<file path="config.mk">
export PLATFORM = sky130hd
export DESIGN_NAME = eth_pio_ctrl
export DESIGN_NICKNAME = d
export VERILOG_FILES = /design/src/rtl/eth_pio_pkg.sv /design/src/rtl/eth_pio_debounce.sv /design/src/rtl/eth_pio_ctrl.sv
export SDC_FILE = /design/constraint.sdc
export NUM_CORES = 1
export LEC_CHECK = 0
export CAP_MARGIN = 0
export CORE_MARGIN = 1.5
export CORE_UTILIZATION = 55
export DETAILED_ROUTE_END_ITERATION = 6
export PLACE_DENSITY = 0.78
export SYNTH_ARGS = -nofsm -noshare
export SYNTH_HDL_FRONTEND = slang
export SYNTH_SLANG_ARGS = --single-unit
</file>
<file path="constraint.sdc">
create_clock -name clk -period 2.6 [get_ports clk]
set_input_delay 0.26 -clock clk [delete_from_list [all_inputs] [get_ports clk]]
set_output_delay 0.26 -clock clk [all_outputs]
set_load 0.05 [all_outputs]
</file>
<file path="src/rtl/eth_pio_pkg.sv">
// Shared constants for the Ethernet-system PIO controller: register map,
// bus width and the debounce counter sizing helper.
package eth_pio_pkg;

    localparam int BUS_W = 32;

    localparam logic [2:0] ADDR_DATA_IN      = 3'd0;
    localparam logic [2:0] ADDR_DATA_OUT     = 3'd1;
    localparam logic [2:0] ADDR_IRQ_MASK     = 3'd2;
    localparam logic [2:0] ADDR_EDGE_CAP     = 3'd3;
    localparam logic [2:0] ADDR_EDGE_SEL     = 3'd4;
    localparam logic [2:0] ADDR_BLINK_EN     = 3'd5;
    localparam logic [2:0] ADDR_BLINK_PERIOD = 3'd6;
    localparam logic [2:0] ADDR_TIMESTAMP    = 3'd7;

    function automatic int cnt_width(input int cycles);
        return $clog2(cycles + 1);
    endfunction

endpackage

</file>
<file path="src/rtl/eth_pio_debounce.sv">
// One input bit: 2-flop synchroniser followed by a stability counter.
// flip pulses on the cycle the debounced value is about to change.
module eth_pio_debounce
    import eth_pio_pkg::*;
#(
    parameter int   DEBOUNCE_CYCLES = 500000,
    parameter logic IDLE            = 1'b1
) (
    input  logic clk,
    input  logic reset_n,
    input  logic din,
    output logic dout,
    output logic flip
);

    localparam int              CNT_W    = cnt_width(DEBOUNCE_CYCLES);
    localparam logic [CNT_W-1:0] CNT_LAST = CNT_W'(DEBOUNCE_CYCLES - 1);

    logic             sync1_r;
    logic             sync2_r;
    logic             db_r;
    logic [CNT_W-1:0] cnt_r;
    logic             flip_s;

    assign flip_s = (sync2_r != db_r) && (cnt_r == CNT_LAST);
    assign dout   = db_r;
    assign flip   = flip_s;

    // Synchroniser, stability counter and debounced state.
    always_ff @(posedge clk or negedge reset_n) begin
        if (!reset_n) begin
            sync1_r <= IDLE;
            sync2_r <= IDLE;
            db_r    <= IDLE;
            cnt_r   <= {CNT_W{1'b0}};
        end else begin
            sync1_r <= din;
            sync2_r <= sync1_r;
            if (sync2_r == db_r) begin
                cnt_r <= {CNT_W{1'b0}};
            end else if (flip_s) begin
                db_r  <= sync2_r;
                cnt_r <= {CNT_W{1'b0}};
            end else begin
                cnt_r <= cnt_r + CNT_W'(1);
            end
        end
    end

endmodule

</file>
<file path="src/rtl/eth_pio_ctrl.sv">
// Avalon-MM PIO controller: debounced inputs with edge capture and masked IRQ,
// outputs with hardware blink. Define PIO_TIMESTAMP_EN for the edge timestamp.
module eth_pio_ctrl
    import eth_pio_pkg::*;
#(
    parameter int                  IN_WIDTH        = 3,
    parameter int                  OUT_WIDTH       = 8,
    parameter int                  DEBOUNCE_CYCLES = 500000,
    parameter logic [IN_WIDTH-1:0] IN_IDLE         = {IN_WIDTH{1'b1}},
    parameter int                  BLINK_W         = 24
) (
    input  logic                 clk,
    input  logic                 reset_n,
    input  logic [2:0]           avs_address,
    input  logic                 avs_read,
    input  logic                 avs_write,
    input  logic [BUS_W-1:0]     avs_writedata,
    output logic [BUS_W-1:0]     avs_readdata,
    output logic                 irq,
    input  logic [IN_WIDTH-1:0]  pio_in,
    output logic [OUT_WIDTH-1:0] pio_out
);

    logic [IN_WIDTH-1:0]  db_s;
    logic [IN_WIDTH-1:0]  flip_s;
    logic [IN_WIDTH-1:0]  hit_s;
    logic [IN_WIDTH-1:0]  clr_s;
    logic [IN_WIDTH-1:0]  cap_next_s;
    logic [BUS_W-1:0]     rdata_s;
    logic [BUS_W-1:0]     ts_s;
    logic                 unused_s;

    logic [OUT_WIDTH-1:0] data_out_r;
    logic [IN_WIDTH-1:0]  irq_mask_r;
    logic [IN_WIDTH-1:0]  edge_cap_r;
    logic [IN_WIDTH-1:0]  edge_sel_r;
    logic [OUT_WIDTH-1:0] blink_en_r;
    logic [BLINK_W-1:0]   blink_period_r;
    logic [BLINK_W-1:0]   blink_cnt_r;
    logic                 phase_r;
    logic [BUS_W-1:0]     readdata_r;
    logic                 irq_r;
    logic [OUT_WIDTH-1:0] pio_out_r;

    assign unused_s     = ^avs_writedata;
    assign avs_readdata = readdata_r;
    assign irq          = irq_r;
    assign pio_out      = pio_out_r;

    for (genvar i = 0; i < IN_WIDTH; i++) begin : g_bit
        eth_pio_debounce #(
            .DEBOUNCE_CYCLES (DEBOUNCE_CYCLES),
            .IDLE            (IN_IDLE[i])
        ) u_debounce (
            .clk     (clk),
            .reset_n (reset_n),
            .din     (pio_in[i]),
            .dout    (db_s[i]),
            .flip    (flip_s[i])
        );
    end

    // Edge detection is taken from the flip pulse so capture lands with the debounced update.
    always_comb begin
        hit_s = (flip_s & ~db_s & edge_sel_r) | (flip_s & db_s & ~edge_sel_r);
        if (avs_write && (avs_address == ADDR_EDGE_CAP)) begin
            clr_s = avs_writedata[IN_WIDTH-1:0];
        end else begin
            clr_s = {IN_WIDTH{1'b0}};
        end
        cap_next_s = (edge_cap_r & ~clr_s) | hit_s;
    end

    // Read mux over the pre-write register state.
    always_comb begin
        rdata_s = {BUS_W{1'b0}};
        case (avs_address)
            ADDR_DATA_IN:      rdata_s[IN_WIDTH-1:0]  = db_s;
            ADDR_DATA_OUT:     rdata_s[OUT_WIDTH-1:0] = data_out_r;
            ADDR_IRQ_MASK:     rdata_s[IN_WIDTH-1:0]  = irq_mask_r;
            ADDR_EDGE_CAP:     rdata_s[IN_WIDTH-1:0]  = edge_cap_r;
            ADDR_EDGE_SEL:     rdata_s[IN_WIDTH-1:0]  = edge_sel_r;
            ADDR_BLINK_EN:     rdata_s[OUT_WIDTH-1:0] = blink_en_r;
            ADDR_BLINK_PERIOD: rdata_s[BLINK_W-1:0]   = blink_period_r;
            ADDR_TIMESTAMP:    rdata_s                = ts_s;
            default:           rdata_s                = {BUS_W{1'b0}};
        endcase
    end

    // Control registers, capture, interrupt and bus/output pipeline.
    always_ff @(posedge clk or negedge reset_n) begin
        if (!reset_n) begin
            data_out_r     <= {OUT_WIDTH{1'b0}};
            irq_mask_r     <= {IN_WIDTH{1'b0}};
            edge_cap_r     <= {IN_WIDTH{1'b0}};
            edge_sel_r     <= {IN_WIDTH{1'b0}};
            blink_en_r     <= {OUT_WIDTH{1'b0}};
            blink_period_r <= {BLINK_W{1'b0}};
            readdata_r     <= {BUS_W{1'b0}};
            irq_r          <= 1'b0;
            pio_out_r      <= {OUT_WIDTH{1'b0}};
        end else begin
            if (avs_write) begin
                case (avs_address)
                    ADDR_DATA_OUT:     data_out_r     <= avs_writedata[OUT_WIDTH-1:0];
                    ADDR_IRQ_MASK:     irq_mask_r     <= avs_writedata[IN_WIDTH-1:0];
                    ADDR_EDGE_SEL:     edge_sel_r     <= avs_writedata[IN_WIDTH-1:0];
                    ADDR_BLINK_EN:     blink_en_r     <= avs_writedata[OUT_WIDTH-1:0];
                    ADDR_BLINK_PERIOD: blink_period_r <= avs_writedata[BLINK_W-1:0];
                    default:           ;
                endcase
            end
            edge_cap_r <= cap_next_s;
            irq_r      <= |(edge_cap_r & irq_mask_r);
            readdata_r <= avs_read ? rdata_s : {BUS_W{1'b0}};
            pio_out_r  <= data_out_r ^ (blink_en_r & {OUT_WIDTH{phase_r}});
        end
    end

    // Shared blink timebase; a zero period parks it, a period write restarts it.
    always_ff @(posedge clk or negedge reset_n) begin
        if (!reset_n) begin
            blink_cnt_r <= {BLINK_W{1'b0}};
            phase_r     <= 1'b0;
        end else if (avs_write && (avs_address == ADDR_BLINK_PERIOD)) begin
            blink_cnt_r <= {BLINK_W{1'b0}};
            phase_r     <= 1'b0;
        end else if (blink_period_r == {BLINK_W{1'b0}}) begin
            blink_cnt_r <= {BLINK_W{1'b0}};
            phase_r     <= 1'b0;
        end else if (blink_cnt_r == blink_period_r) begin
            blink_cnt_r <= {BLINK_W{1'b0}};
            phase_r     <= ~phase_r;
        end else begin
            blink_cnt_r <= blink_cnt_r + {{(BLINK_W-1){1'b0}}, 1'b1};
        end
    end

`ifdef PIO_TIMESTAMP_EN
    logic [BUS_W-1:0] ts_cnt_r;
    logic [BUS_W-1:0] ts_r;

    // Free-running cycle count, sampled when capture goes from empty to non-empty.
    always_ff @(posedge clk or negedge reset_n) begin
        if (!reset_n) begin
            ts_cnt_r <= {BUS_W{1'b0}};
            ts_r     <= {BUS_W{1'b0}};
        end else begin
            ts_cnt_r <= ts_cnt_r + 32'd1;
            if ((edge_cap_r == {IN_WIDTH{1'b0}}) && (cap_next_s != {IN_WIDTH{1'b0}})) begin
                ts_r <= ts_cnt_r;
            end
        end
    end

    assign ts_s = ts_r;
`else
    assign ts_s = {BUS_W{1'b0}};
`endif

endmodule
</file>
; ---- Word-level counts from Yosys, hierarchy flattened
; Index checks and enable logic that the tools add are counted.
[word_totals]
register_bits = 173
inputBits = 42
[op_classes]
addsub = 4
n_eq_ne = 17
n_mux = 17
bitwise = 17
n_reduce_logical = 17
[ops]
columns = operator, n
row1 = 19-bit 2-to-1 mux, 6
row2 = 24-bit 2-to-1 mux, 4
row3 = "19-bit by 1-bit adder with 19-bit output, second input constant", 3
row4 = "19-bit == test, second input constant", 3
row5 = "24-bit by 1-bit adder with 24-bit output, second input constant", 1
row6 = 24-bit == test, 1
row7 = 24-bit zero test, 1
row8 = 3-bit case mux with 8 select lines, 1
row9 = 3-bit AND, 6
row10 = 16-bit 2-to-1 mux, 1
row11 = 2-bit AND reduction, 8
row12 = 5-bit case mux with 3 select lines, 1
row13 = "3-bit == test, second input constant", 4
row14 = 3-bit NOT, 3
row15 = 8-bit AND, 1
row16 = 8-bit bitwise XOR, 1
row17 = "3-bit by 2-bit == test with 1-bit output, second input constant", 2
row18 = 3-bit OR, 2
row19 = 1-bit logical AND, 5
row20 = 1-bit NOT, 4
row21 = 1-bit == test, 3
row22 = "3-bit by 1-bit == test with 1-bit output, second input constant", 1
row23 = 3-bit zero test, 1
row24 = 1-bit 2-to-1 mux, 3
row25 = 4 further kinds, 6

; ---- Logic depth before layout (Yosys ltp)
[depth]
word_depth = 6
depth_mapped = 7
ltp_nobuf = 6

; ---- Hierarchy
; Synthesis repeated with hierarchy kept, for this count alone.
[unflattened]
cells_unflattened = 729
hier_area_um2 = 8214.1
[modules_own_cells]
columns = mod, n_inst, cells_each, area_each_um2, seq_area_each_um2
row1 = eth_pio_ctrl, 1, 408, 4888.4, 2677.6
row2 = eth_pio_debounce, 3, 107, 1108.6, 554.3

; ---- Worst setup path after synthesis
; OpenSTA, ideal clock, no wires.
[synth_timing]
path_type = register -> register
startpoint = register g_bit[1].u_debounce.cnt_r[0]
endpoint = register g_bit[1].u_debounce.cnt_r[10]
t_arrival_ns = 1.634
required_time_ns = 2.529
setup_slack_ns = 0.895
stages_incl_launch_ff = 8
path_buffers = 2
period_less_slack_ns = 1.705
cell_sequence = dfrtp_1 > ha_1 > and4_1 > and4_1 > or2_1 > buf_2 > buf_4 > nor2_1
[synth_via]
elab_chain_len = 4
elab_cells_between_ends = 5
cone_classes = add/sub: 1 / eq/ne: 1 / mux: 2 / reduce/logical: 1
[synth_rtl]
columns = item, line
row1 = "start, declared", eth_pio_debounce.sv:22  ; logic [CNT_W-1:0] cnt_r;
row2 = "start signal, assigned", eth_pio_debounce.sv:35  ; cnt_r <= {CNT_W{1'b0}};
row3 = "start signal, assigned", eth_pio_debounce.sv:40  ; cnt_r <= {CNT_W{1'b0}};
row4 = "start signal, assigned", eth_pio_debounce.sv:43  ; cnt_r <= {CNT_W{1'b0}};
row5 = "parallel branches: the longest is 2 deep, another holds 19-bit by 1-bit adder with 19-bit output", n/a
row6 = 19-bit 2-to-1 mux *, eth_pio_debounce.sv:41  ; end else if (flip_s) begin
row7 = 19-bit 2-to-1 mux *, eth_pio_debounce.sv:39  ; if (sync2_r == db_r) begin
; Every way passes the cells marked *.
; A chain may end at the register's enable or synchronous reset.

; ---- Final worst setup path
[layout_timing]
startpoint = register blink_period_r[7]
endpoint = register blink_cnt_r[3]
[layout_via]
elab_chain_len = 4
elab_cells_between_ends = 5
cone_classes = eq/ne: 1 / mux: 3 / reduce/logical: 1
[layout_rtl]
columns = item, line
row1 = "start, declared", eth_pio_ctrl.sv:38  ; logic [BLINK_W-1:0] blink_period_r;
row2 = "start signal, assigned", eth_pio_ctrl.sv:98  ; blink_period_r <= {BLINK_W{1'b0}};
row3 = "start signal, assigned", eth_pio_ctrl.sv:109  ; ADDR_BLINK_PERIOD: blink_period_r <= avs_writedata[BLINK_W-1:0];
row4 = 24-bit == test, eth_pio_ctrl.sv:131  ; end else if (blink_cnt_r == blink_period_r) begin
row5 = 24-bit 2-to-1 mux, eth_pio_ctrl.sv:131
row6 = 24-bit 2-to-1 mux *, eth_pio_ctrl.sv:128  ; end else if (blink_period_r == {BLINK_W{1'b0}}) begin
row7 = 24-bit 2-to-1 mux *, eth_pio_ctrl.sv:125  ; end else if (avs_write && (avs_address == ADDR_BLINK_PERIOD)) begin
row8 = "end signal, assigned", eth_pio_ctrl.sv:126  ; blink_cnt_r <= {BLINK_W{1'b0}};
row9 = "end signal, assigned", eth_pio_ctrl.sv:129  ; blink_cnt_r <= {BLINK_W{1'b0}};
row10 = "end signal, assigned", eth_pio_ctrl.sv:132  ; blink_cnt_r <= {BLINK_W{1'b0}};
row11 = "end, declared", eth_pio_ctrl.sv:39  ; logic [BLINK_W-1:0] blink_cnt_r;
; Mark *: on every way between the ends. The rest lies on a longest branch, timed or not.

==> flow_metrics.env <==
export IMPL_max_clock_path_buffers=2
export IMPL_layout_drive_gt1_share_pct=13.35
export IMPL_maxCapViolCount=0
export IMPL_die_h_um=123.4
export IMPL_crit_slowest_cell="o21ai_2"
export IMPL_grt_overflow_total=0
export IMPL_hp_class="input pin to flip-flop"
export IMPL_cts_hold_buf=1
export IMPL_wire_per_inst_um=16.49
export IMPL_clkSlewWorstSetupHoldPaths_ns=0.06
export IMPL_rows=43
export IMPL_ys_ff_latch=173
export IMPL_grt_first_pass_wirelength_mm=27.12
export IMPL_ant_nets=0
export IMPL_min_period_over_period_pct=88.18
export IMPL_yosysSeqAreaShare_pct=54.47
export IMPL_cts_inserted_buffers=17
export IMPL_die_area_um2=15220
export IMPL_mappedNetlistArea_um2=7969
export IMPL_yosys_cell_count_top_type="dfrtp_1"
export IMPL_rsz0062_at_grt="false"
export IMPL_initial_core_util_pct=56.97
export IMPL_area_growth_pct=18.43
export IMPL_startpoint_type="flip-flop"
export IMPL_cts_resized=0
export IMPL_drt_wl_total_mm=16.33
export IMPL_maxSlewHeadroom_pct=34.71
export IMPL_placed_cell_area_um2=8757
export IMPL_ys_warn_count=0
export IMPL_yosys_area_top_type="dfrtp_1"
export IMPL_finalSetupViolCount=0
export IMPL_synth_top_cells_by_count="dfrtp_1, nor2_1, xnor2_1"
export IMPL_max_stage_delay_ns=0.82
export IMPL_async_flop_share_pct=100.0
export IMPL_clock_skew_ns=0.004462
export IMPL_ys_top_cells_by_area="dfrtp_1, mux2_2, xnor2_1, xor2_1, nor2_1"
export IMPL_dp_final_hpwl_mm=10.88
export IMPL_final_util_pct=67.47
export IMPL_endpoint_kind="flip-flop"
export IMPL_slew_viol_final=0
export IMPL_max_freq_mhz=436.2
export IMPL_finalSetupTns_ns=0
export IMPL_die_width_um=123.4
export IMPL_vias=5508
export IMPL_path_delay_family="compound AO/OA/AOI/OAI gates"
export IMPL_placed_cells=956
export IMPL_hold_viol=0
export IMPL_cellLeakagePower_nw=4.074
export IMPL_post_cts_buffers=0
export IMPL_drc=0
export IMPL_finalWeightedCongestion=0.8599
export IMPL_synthDistinctLibCells=55
export IMPL_grt_use_total_pct=23.16
export IMPL_final_cell_count_no_fill=990
export IMPL_powerDensity_nw_per_um2=747.5
export IMPL_drt_iter0_drc=317
export IMPL_tightest_slew_ns=0.9793
export IMPL_cp_max_fo=24
export IMPL_worstSkewPairLatency_ns=0.42
export IMPL_ioPinCount=83
export IMPL_grt_start_max_net_pins=83
export IMPL_cts_root_buf="clkbuf_16"
export IMPL_worstSetupPathType="flip-flop to flip-flop"
export IMPL_worstPathCellList="xor2_1 -> nor4_1 -> nand4_1 -> o21ai_2 -> nor2_1"
export IMPL_status="finished, final reports clean"
export IMPL_peakVddDrop_v=0.0005405
export IMPL_grt_antenna_before_repair=1
export IMPL_min_period_ns=2.293
export IMPL_syn_inst=724
export IMPL_synth_edf_count=0
export IMPL_syn_area_per_cell_um2=11.01
export IMPL_portBuffers=66
export IMPL_grt_pass1_vias=5574
export IMPL_viasPerCell=5.564
export IMPL_crit_arrival_ns=2.56
export IMPL_nNetsFinal=842
export IMPL_cp_required_ns=2.87
export IMPL_yosysTopAreaCellShare_pct=51.50
export IMPL_stdcell_area_um2=9438
export IMPL_firstDrtPassIters=4
export IMPL_total_power_mw=7.054
export IMPL_critPathBufInv=0
export IMPL_cts_tree="built"
export IMPL_coreArea_um2=13990
export IMPL_htree_levels=4
export IMPL_cts_sinks=173
export IMPL_ys_flop_type="dfrtp_1"
-- worst reg2reg max path, cell delays in order, from the launching register on --
cell     delay [ns]
dfrtp_1        0.47
xor2_1         0.18
nor4_1         0.32
nand4_1        0.20
o21ai_2        0.82
nor2_1         0.14
-- per-layer routing --
| layer | share of wire, % | GRT usage (%) |
|---|---|---|
| met5 | 0 | 0 |
| met4 | 1.9 | 9.195 |
| met3 | 4.5 | 4.520 |
| met2 | 50 | 38.23 |
| met1 | 44 | 30.22 |
-- power breakdown --
part	switching [mW]	internal, mW	total (mW)
combinational	0.535	0.434	0.970
sequential	0.282	2.96	3.24
clock	1.03	1.81	2.84
total	1.84	5.21	7.05
-- through the flow --
step / hold WS (ns) / setup slack, ns
2_1_floorplan: -0.03559 / 0.8951
3_3_place_gp: 0.2231 / 0.3929
5_1_grt: 0.2308 / 0.07531
4_1_cts: 0.2235 / 0.3444
3_5_place_dp: 0.2314 / 0.3532
6_report: 0.2392 / 0.3072
-- cell usage in the layout, fill, tap and decap left out, types with 5 or more instances in the layout --
cell type	count
a22oi_1	5
clkdlybuf4s50_1	65
dfstp_2	9
o21ai_0	8
nor2_1	113
bufinv_16	5
dfrtp_1	164
buf_4	6
a22o_1	8
conb_1	8
nand2_1	50
nor3_1	18
inv_1	11
clkbuf_16	17
mux2_2	48
nand2b_1	6
xnor2_1	54
nand4_1	13
and3_1	9
nor4_1	20
and4_1	6
nand3_1	31
xor2_1	53
nor2b_1	5
mux2i_1	6
and2_1	19
-- final timing paths --
| path | start | to | slack [ns] | depth (start not counted) |
|---|---|---|---|---|
| min | pio_in[0] | g_bit[0].u_debounce.sync1_r$_DFF_PN1_ | 0.24 | 1 |
| max reg2reg | blink_period_r[7]$_DFFE_PN0P_ | blink_cnt_r[3]$_DFF_PN0_ | 0.31 | 5 |
| min in group asynchronous | reset_n | blink_cnt_r[15]$_DFF_PN0_ | 0.34 | 2 |
| max | blink_period_r[7]$_DFFE_PN0P_ | blink_cnt_r[3]$_DFF_PN0_ | 0.31 | 5 |
| max in group asynchronous | reset_n | avs_readdata[12]$_DFF_PN0_ | 1.46 | 3 |
| min reg2reg | g_bit[2].u_debounce.sync1_r$_DFF_PN1_ | g_bit[2].u_debounce.sync2_r$_DFF_PN1_ | 0.36 | 0 |
-- final cells by class --
type,count,area (um2)
fillers,999,4551
flip-flops and latches,173,4340
multi-input cells,519,3423
repair buffers,74,737.0
clock buffers,23,488.0
well taps,180,225.2
clock inverters,9,180.2
inverters,11,41.29
diodes,1,2.502
-- cell families (layout without fill, tap and decap cells) --
logic type | Yosys count | count (layout) | share of synthesized area, %
and+or+nand+nor | 311 | 311 | 19.42
buffers and inverters | 39 | 117 | 2.905
xor gates and xnor gates | 107 | 107 | 11.76
AOI/OAI and AO/OA | 34 | 34 | 3.046
adders and majority gates | 4 | 4 | 0.6281
muxes | 55 | 55 | 7.725
DFF | 173 | 173 | 54.47
other | 1 | 9 | 0.04706
-- sequential cells by signal (all words and copies together) (netlist names), 8 cells and up --
name / cells
g_bit.u_debounce.cnt_r: 57
avs_readdata: 24
blink_cnt_r: 24
blink_period_r: 24
blink_en_r: 8
data_out_r: 8
pio_out: 8
(Power assumes the default switching activity.)
==> edit 1: new RTL, same settings <==
Set the parameter `IN_WIDTH` to 4 (it was 3).
--- a/src/rtl/eth_pio_ctrl.sv
+++ b/src/rtl/eth_pio_ctrl.sv
@@ -3,7 +3,7 @@
 module eth_pio_ctrl
     import eth_pio_pkg::*;
 #(
-    parameter int                  IN_WIDTH        = 3,
+    parameter int                  IN_WIDTH        = 4,
     parameter int                  OUT_WIDTH       = 8,
     parameter int                  DEBOUNCE_CYCLES = 500000,
     parameter logic [IN_WIDTH-1:0] IN_IDLE         = {IN_WIDTH{1'b1}},
Interface: changed (resized pio_in); port bits go from 83 to 84. The function was not compared with the original's and may differ.
==> edit 1 against the original RTL <==
  * Power increased by 1.1%
  * Setup slack improved by 0.18 ns
  * Cell area up 12%
  * Largest power group unchanged
  * Sequential cell count increased by 25
  * Combinational power is 6% higher
  * Clock skew is 0.0047 ns higher
  * Critical path type unchanged
  * Area after synthesis up 14%
  * Non-clock buffer count up 16
  * Wire length grew 5.4%
==> edit 1: results (changes against the original RTL) <==
stage	metric	value	unit	change
global_routing	grt_use_total	21.0	%	-2.1 points
finish	n_fill_cell	1268		+27%
route	met1Wirelength	8.08	mm	+13%
route	wl_met3	841	um	+14%
route	drtIter0Drc	383		+21%
finish	largest_register_ffs	76		+33%
global_routing	grt_use_met3	5.90	%	+1.4 points
power_and_ir_drop	swShare	28.5	%	+2.3 points
clock_network	insertion_delay	0.44	ns	+0.02 ns
placed_design	io_buffers	67		+1.5%
min_path	min_to	g_bit[1].u_debounce.sync1_r$_DFF_PN1_		
placed_design	pre_cts_ws	0.485	ns	+0.132 ns
setup_path	critPathMaxStageDelay	0.55	ns	-0.27 ns
placed_design	hpwlAfterDp	12.2	mm	+12%
sta	period_needed	2.11	ns	-0.184 ns
synthesis	muxShareOfSynthArea	6.63	%	-1.1 points
placed_design	gp_congestion	0.829		-3.6%
global_routing	use_met1	28.7	%	-1.5 points
finish	layout-drive-gt1-share	12.9	%	-0.44 points
synthesis	synthXorXnorAreaFrac	12.1	%	+0.37 points
route	wl_met2	8.00	mm	-1.7%
synthesis	synthTopCellsByArea	dfrtp_1 (51%), xor2_1 (7.8%), mux2_2 (6.2%)		
finish	seq_area	4970	um^2	+15%
synthesis	synth_cells	843		+16%
placed_design	dpl_cell_area	10000	um^2	+15%
setup_path	cp_top_family	simple AND/OR/NAND/NOR gates		
setup_path	reg2reg_setup_slack	0.49	ns	+0.18 ns
setup_path	cp_max_fo	11		-54%
power_and_ir_drop	p_leak	4.61	nW	+13%
global_routing	grt_pass1_wl	29.0	mm	+6.8%
placed_design	placed_cells	1120		+17%
route	via_count	6104		+11%
setup_path	crit_slowest_cell	or4_1		
synthesis	yosysUniqueCellTypes	48		-13%
global_routing	grt_pass1_vias	5912		+6.1%
sta	whs	0.227	ns	-0.0121 ns
setup_path	r2r-end	g_bit[0].u_debounce.cnt_r[18]$_DFF_PN0_		
power_and_ir_drop	ir_drop	0.486	mV	-10%
setup_path	cp_data_arrival_time	2.44	ns	-0.12 ns
global_routing	met2_usage	32.4	%	-5.9 points
synthesis	yosysSeqAreaShare	54.6	%	+0.14 points
setup_path	end_kind	flip-flop		
finish	fin_cells	1154		+17%
sta	maxSlewHeadroom	48.2	%	+13 points
synthesis	synth_commonest_cells	dfrtp_1 (186), nor2_1 (131), xor2_1 (81), nand2_1 (67), mux2_2 (50)		
sta	fin_skew	0.00915	ns	+0.00469 ns
status	status	completed		
global_routing	grt_max_degree	67		-19%
synthesis	synthAdderAreaFrac	0.687	%	+0.059 points
-- edit 1: cell count changes in the layout (fill, tap and decap cells not counted), sizes merged, moves of 6 or more --
| cell | change |
|---|---|
| inv | +6 |
| xnor2 | -9 |
| nor2 | +17 |
| o21ai | +6 |
| xor2 | +28 |
| dfrtp | +22 |
| buf | +14 |
| nand4 | +14 |
| nand2 | +15 |
-- edit 1: power by group through the flow --
| stage | Clock [mW] | Combinational, mW | Sequential (mW) |
|---|---|---|---|
| finish | 2.46 | 1.03 | 3.65 |
| CTS | 2.52 | 1.04 | 3.65 |
| floorplan | 0 | 0.543 | 3.80 |
| detailed placement | 0 | 1.03 | 3.70 |
| global placement | 0 | 1.01 | 3.69 |
| global route | 2.66 | 1.12 | 3.69 |
-- edit 1: cell type report --
cell class / instances / share of cell area (%)
multi-input combinational: 603 / 36.6
inverter: 14 / 0.496
clock inverter: 13 / 1.11
timing repair buffer: 90 / 8.13
antenna: 1 / 0.0236
clock buffer: 19 / 4.18
tap: 216 / 2.55
sequential: 198 / 46.9
==> edit 2: new RTL, config.mk and constraints unchanged <==
Without the edit above. Register the inputs `avs_address`, `avs_read`, `avs_write`, `avs_writedata` and `pio_in` before use, with the module's reset. The logic sees them one clock later.
--- a/src/rtl/eth_pio_ctrl.sv
+++ b/src/rtl/eth_pio_ctrl.sv
@@ -21,6 +21,28 @@
     output logic [OUT_WIDTH-1:0] pio_out
 );
 
+    logic [2:0] avs_address_q;
+    logic avs_read_q;
+    logic avs_write_q;
+    logic [BUS_W-1:0] avs_writedata_q;
+    logic [IN_WIDTH-1:0] pio_q;
+
+    always_ff @(posedge clk or negedge reset_n) begin
+        if (!reset_n) begin
+            avs_address_q   <= '0;
+            avs_read_q      <= '0;
+            avs_write_q     <= '0;
+            avs_writedata_q <= '0;
+            pio_q           <= '0;
+        end else begin
+            avs_address_q   <= avs_address;
+            avs_read_q      <= avs_read;
+            avs_write_q     <= avs_write;
+            avs_writedata_q <= avs_writedata;
+            pio_q           <= pio_in;
+        end
+    end
+
     logic [IN_WIDTH-1:0]  db_s;
     logic [IN_WIDTH-1:0]  flip_s;
     logic [IN_WIDTH-1:0]  hit_s;
@@ -42,7 +64,7 @@
     logic                 irq_r;
     logic [OUT_WIDTH-1:0] pio_out_r;
 
-    assign unused_s     = ^avs_writedata;
+    assign unused_s     = ^avs_writedata_q;
     assign avs_readdata = readdata_r;
     assign irq          = irq_r;
     assign pio_out      = pio_out_r;
@@ -54,7 +76,7 @@
         ) u_debounce (
             .clk     (clk),
             .reset_n (reset_n),
-            .din     (pio_in[i]),
+            .din     (pio_q[i]),
             .dout    (db_s[i]),
             .flip    (flip_s[i])
         );
@@ -63,8 +85,8 @@
     // Edge detection is taken from the flip pulse so capture lands with the debounced update.
     always_comb begin
         hit_s = (flip_s & ~db_s & edge_sel_r) | (flip_s & db_s & ~edge_sel_r);
-        if (avs_write && (avs_address == ADDR_EDGE_CAP)) begin
-            clr_s = avs_writedata[IN_WIDTH-1:0];
+        if (avs_write_q && (avs_address_q == ADDR_EDGE_CAP)) begin
+            clr_s = avs_writedata_q[IN_WIDTH-1:0];
         end else begin
             clr_s = {IN_WIDTH{1'b0}};
         end
@@ -74,7 +96,7 @@
     // Read mux over the pre-write register state.
     always_comb begin
         rdata_s = {BUS_W{1'b0}};
-        case (avs_address)
+        case (avs_address_q)
             ADDR_DATA_IN:      rdata_s[IN_WIDTH-1:0]  = db_s;
             ADDR_DATA_OUT:     rdata_s[OUT_WIDTH-1:0] = data_out_r;
             ADDR_IRQ_MASK:     rdata_s[IN_WIDTH-1:0]  = irq_mask_r;
@@ -100,19 +122,19 @@
             irq_r          <= 1'b0;
             pio_out_r      <= {OUT_WIDTH{1'b0}};
         end else begin
-            if (avs_write) begin
-                case (avs_address)
-                    ADDR_DATA_OUT:     data_out_r     <= avs_writedata[OUT_WIDTH-1:0];
-                    ADDR_IRQ_MASK:     irq_mask_r     <= avs_writedata[IN_WIDTH-1:0];
-                    ADDR_EDGE_SEL:     edge_sel_r     <= avs_writedata[IN_WIDTH-1:0];
-                    ADDR_BLINK_EN:     blink_en_r     <= avs_writedata[OUT_WIDTH-1:0];
-                    ADDR_BLINK_PERIOD: blink_period_r <= avs_writedata[BLINK_W-1:0];
+            if (avs_write_q) begin
+                case (avs_address_q)
+                    ADDR_DATA_OUT:     data_out_r     <= avs_writedata_q[OUT_WIDTH-1:0];
+                    ADDR_IRQ_MASK:     irq_mask_r     <= avs_writedata_q[IN_WIDTH-1:0];
+                    ADDR_EDGE_SEL:     edge_sel_r     <= avs_writedata_q[IN_WIDTH-1:0];
+                    ADDR_BLINK_EN:     blink_en_r     <= avs_writedata_q[OUT_WIDTH-1:0];
+                    ADDR_BLINK_PERIOD: blink_period_r <= avs_writedata_q[BLINK_W-1:0];
                     default:           ;
                 endcase
             end
             edge_cap_r <= cap_next_s;
             irq_r      <= |(edge_cap_r & irq_mask_r);
-            readdata_r <= avs_read ? rdata_s : {BUS_W{1'b0}};
+            readdata_r <= avs_read_q ? rdata_s : {BUS_W{1'b0}};
             pio_out_r  <= data_out_r ^ (blink_en_r & {OUT_WIDTH{phase_r}});
         end
     end
@@ -122,7 +144,7 @@
         if (!reset_n) begin
             blink_cnt_r <= {BLINK_W{1'b0}};
             phase_r     <= 1'b0;
-        end else if (avs_write && (avs_address == ADDR_BLINK_PERIOD)) begin
+        end else if (avs_write_q && (avs_address_q == ADDR_BLINK_PERIOD)) begin
             blink_cnt_r <= {BLINK_W{1'b0}};
             phase_r     <= 1'b0;
         end else if (blink_period_r == {BLINK_W{1'b0}}) begin
Function: changed (a bounded check fails within 4 cycles, from zero or initial values and one cycle with reset_n low).
==> edit 2 against the original RTL <==
  * Area after synthesis up 10%
  * Power up 13%
  * Sequential cell count up 32
  * Setup slack better by 0.17 ns
  * Cell area up 9.9%
  * Wire length up 3.3%
  * Cell count up 5.8%
  * Utilization about the same
  * Clock skew up 0.012 ns
  * Critical path type unchanged
  * Largest cell class unchanged
  * Largest power group unchanged
==> edit 2: results (changes against the original RTL) <==
stage	metric	value	unit	change
status	status	completed		
route	met1Wirelength	7.17	mm	+0.43%
global_routing	grt_use_total	21.5	%	-1.6 points
finish	fin_cells	1047		+5.8%
finish	fin_nets	866		+2.9%
setup_path	cp_max_fo	19		-21%
finish	antennaDiodeCount	0		-1
sta	tightestPinTransition	0.603	ns	-0.376 ns
finish	n_fill_cell	1098		+9.9%
min_path	worstHoldStart	avs_writedata[21]		
route	wl_met2	8.54	mm	+4.9%
finish	nNonClkBuffers	73		-1.4%
sta	fin_skew	0.0166	ns	+0.0121 ns
global_routing	grt_pass1_wl	28.8	mm	+6.0%
setup_path	reg2reg_setup_slack	0.48	ns	+0.17 ns
min_path	min_to	avs_writedata_q[21]$_DFF_PN0_		
route	firstDrtPassIters	5		+1
synthesis	yosysSeqAreaShare	58.6	%	+4.2 points
clock_network	cts_buffer_depth	3		+1
setup_path	reg2reg_depth	6		+1
clock_network	cts_buffers	22		+5
global_routing	grt_max_degree	77		-7.2%
finish	clkCellAreaFrac	7.49	%	+0.41 points
placed_design	gp_congestion	0.830		-3.5%
finish	multi_input_gates	504		-2.9%
finish	buf_share	7.17	%	-0.63 points
power_and_ir_drop	p_leak	4.60	nW	+13%
synthesis	synth_commonest_cells	dfrtp_1 (196), nor2_1 (105), xor2_1 (68), mux2_2 (48), nand2_1 (44)		
global_routing	met2_usage	37.3	%	-0.90 points
global_routing	grt_use_met3	3.47	%	-1.1 points
synthesis	synthTopCellsByArea	dfrtp_1 (56%), xor2_1 (6.8%), mux2_2 (6.2%)		
route	wl_met3	654	um	-11%
power_and_ir_drop	clk-power	3.25	mW	+14%
finish	layout-drive-gt1-share	14.2	%	+0.88 points
setup_path	crit_slowest_cell	a21o_1		
setup_path	critPathMaxStageDelay	0.48	ns	-0.34 ns
setup_path	r2r-end	g_bit[1].u_debounce.cnt_r[9]$_DFF_PN0_		
finish	n_clock_buffer	33		+43%
route	drtIter0Drc	323		+1.9%
synthesis	synthAdderAreaFrac	0.571	%	-0.057 points
setup_path	path_depth	6		+1
synthesis	synthXorXnorAreaFrac	10.6	%	-1.2 points
synthesis	synth_cells	744		+2.8%
global_routing	grt_pass1_vias	5975		+7.2%
setup_path	cp_top_family	simple AND/OR/NAND/NOR gates		
power_and_ir_drop	ir_drop	0.588	mV	+8.8%
synthesis	muxShareOfSynthArea	6.56	%	-1.2 points
finish	seq_share	49.5	%	+3.6 points
placed_design	hpwlAfterDp	11.5	mm	+6.0%
power_and_ir_drop	seqPwrFrac	47.4	%	+1.4 points
finish	multi_input_area_share	32.7	%	-3.5 points
power_and_ir_drop	swShare	25.5	%	-0.63 points
synthesis	synth-compound-area-share	3.45	%	+0.41 points
global_routing	antenna_found_initial	0		-1
clock_network	htreeDepth	1		-3
global_routing	use_met1	27.3	%	-2.9 points
setup_path	cp-startpoint	g_bit[1].u_debounce.cnt_r[0]$_DFF_PN0_		
synthesis	yosysUniqueCellTypes	51		-7.3%
route	avgRoutedWirePerCell	16.1	um	-2.3%
edit 2: changes by cell type after synthesis, moves of 4 or more:
| cell | delta |
|---|---|
| dfrtp_1 | +32 |
| xnor2_1 | -16 |
| xor2_1 | +15 |
| and3_1 | +9 |
| nand4_1 | +9 |
| nor2_1 | -8 |
| nor3_1 | -8 |
| nand2_1 | -6 |
| a22o_1 | +5 |
| a21oi_1 | +4 |
| buf_6 | +4 |
| mux2i_1 | -4 |
| nor4_1 | -4 |
edit 2: through the flow:
step	hold slack (ns)	setup WS, ns	power [mW]	util, %	cell area (um^2)
CTS	0.176	0.486	8.08	67.5	10400
floorplan	-0.0356	0.847	4.43	-	8790
global placement	0.273	0.588	4.75	62.4	9590
global route	0.171	0.256	8.32	67.5	10400
finish	0.194	0.477	7.99	67.5	10400
detailed placement	0.279	0.484	4.80	62.4	9590
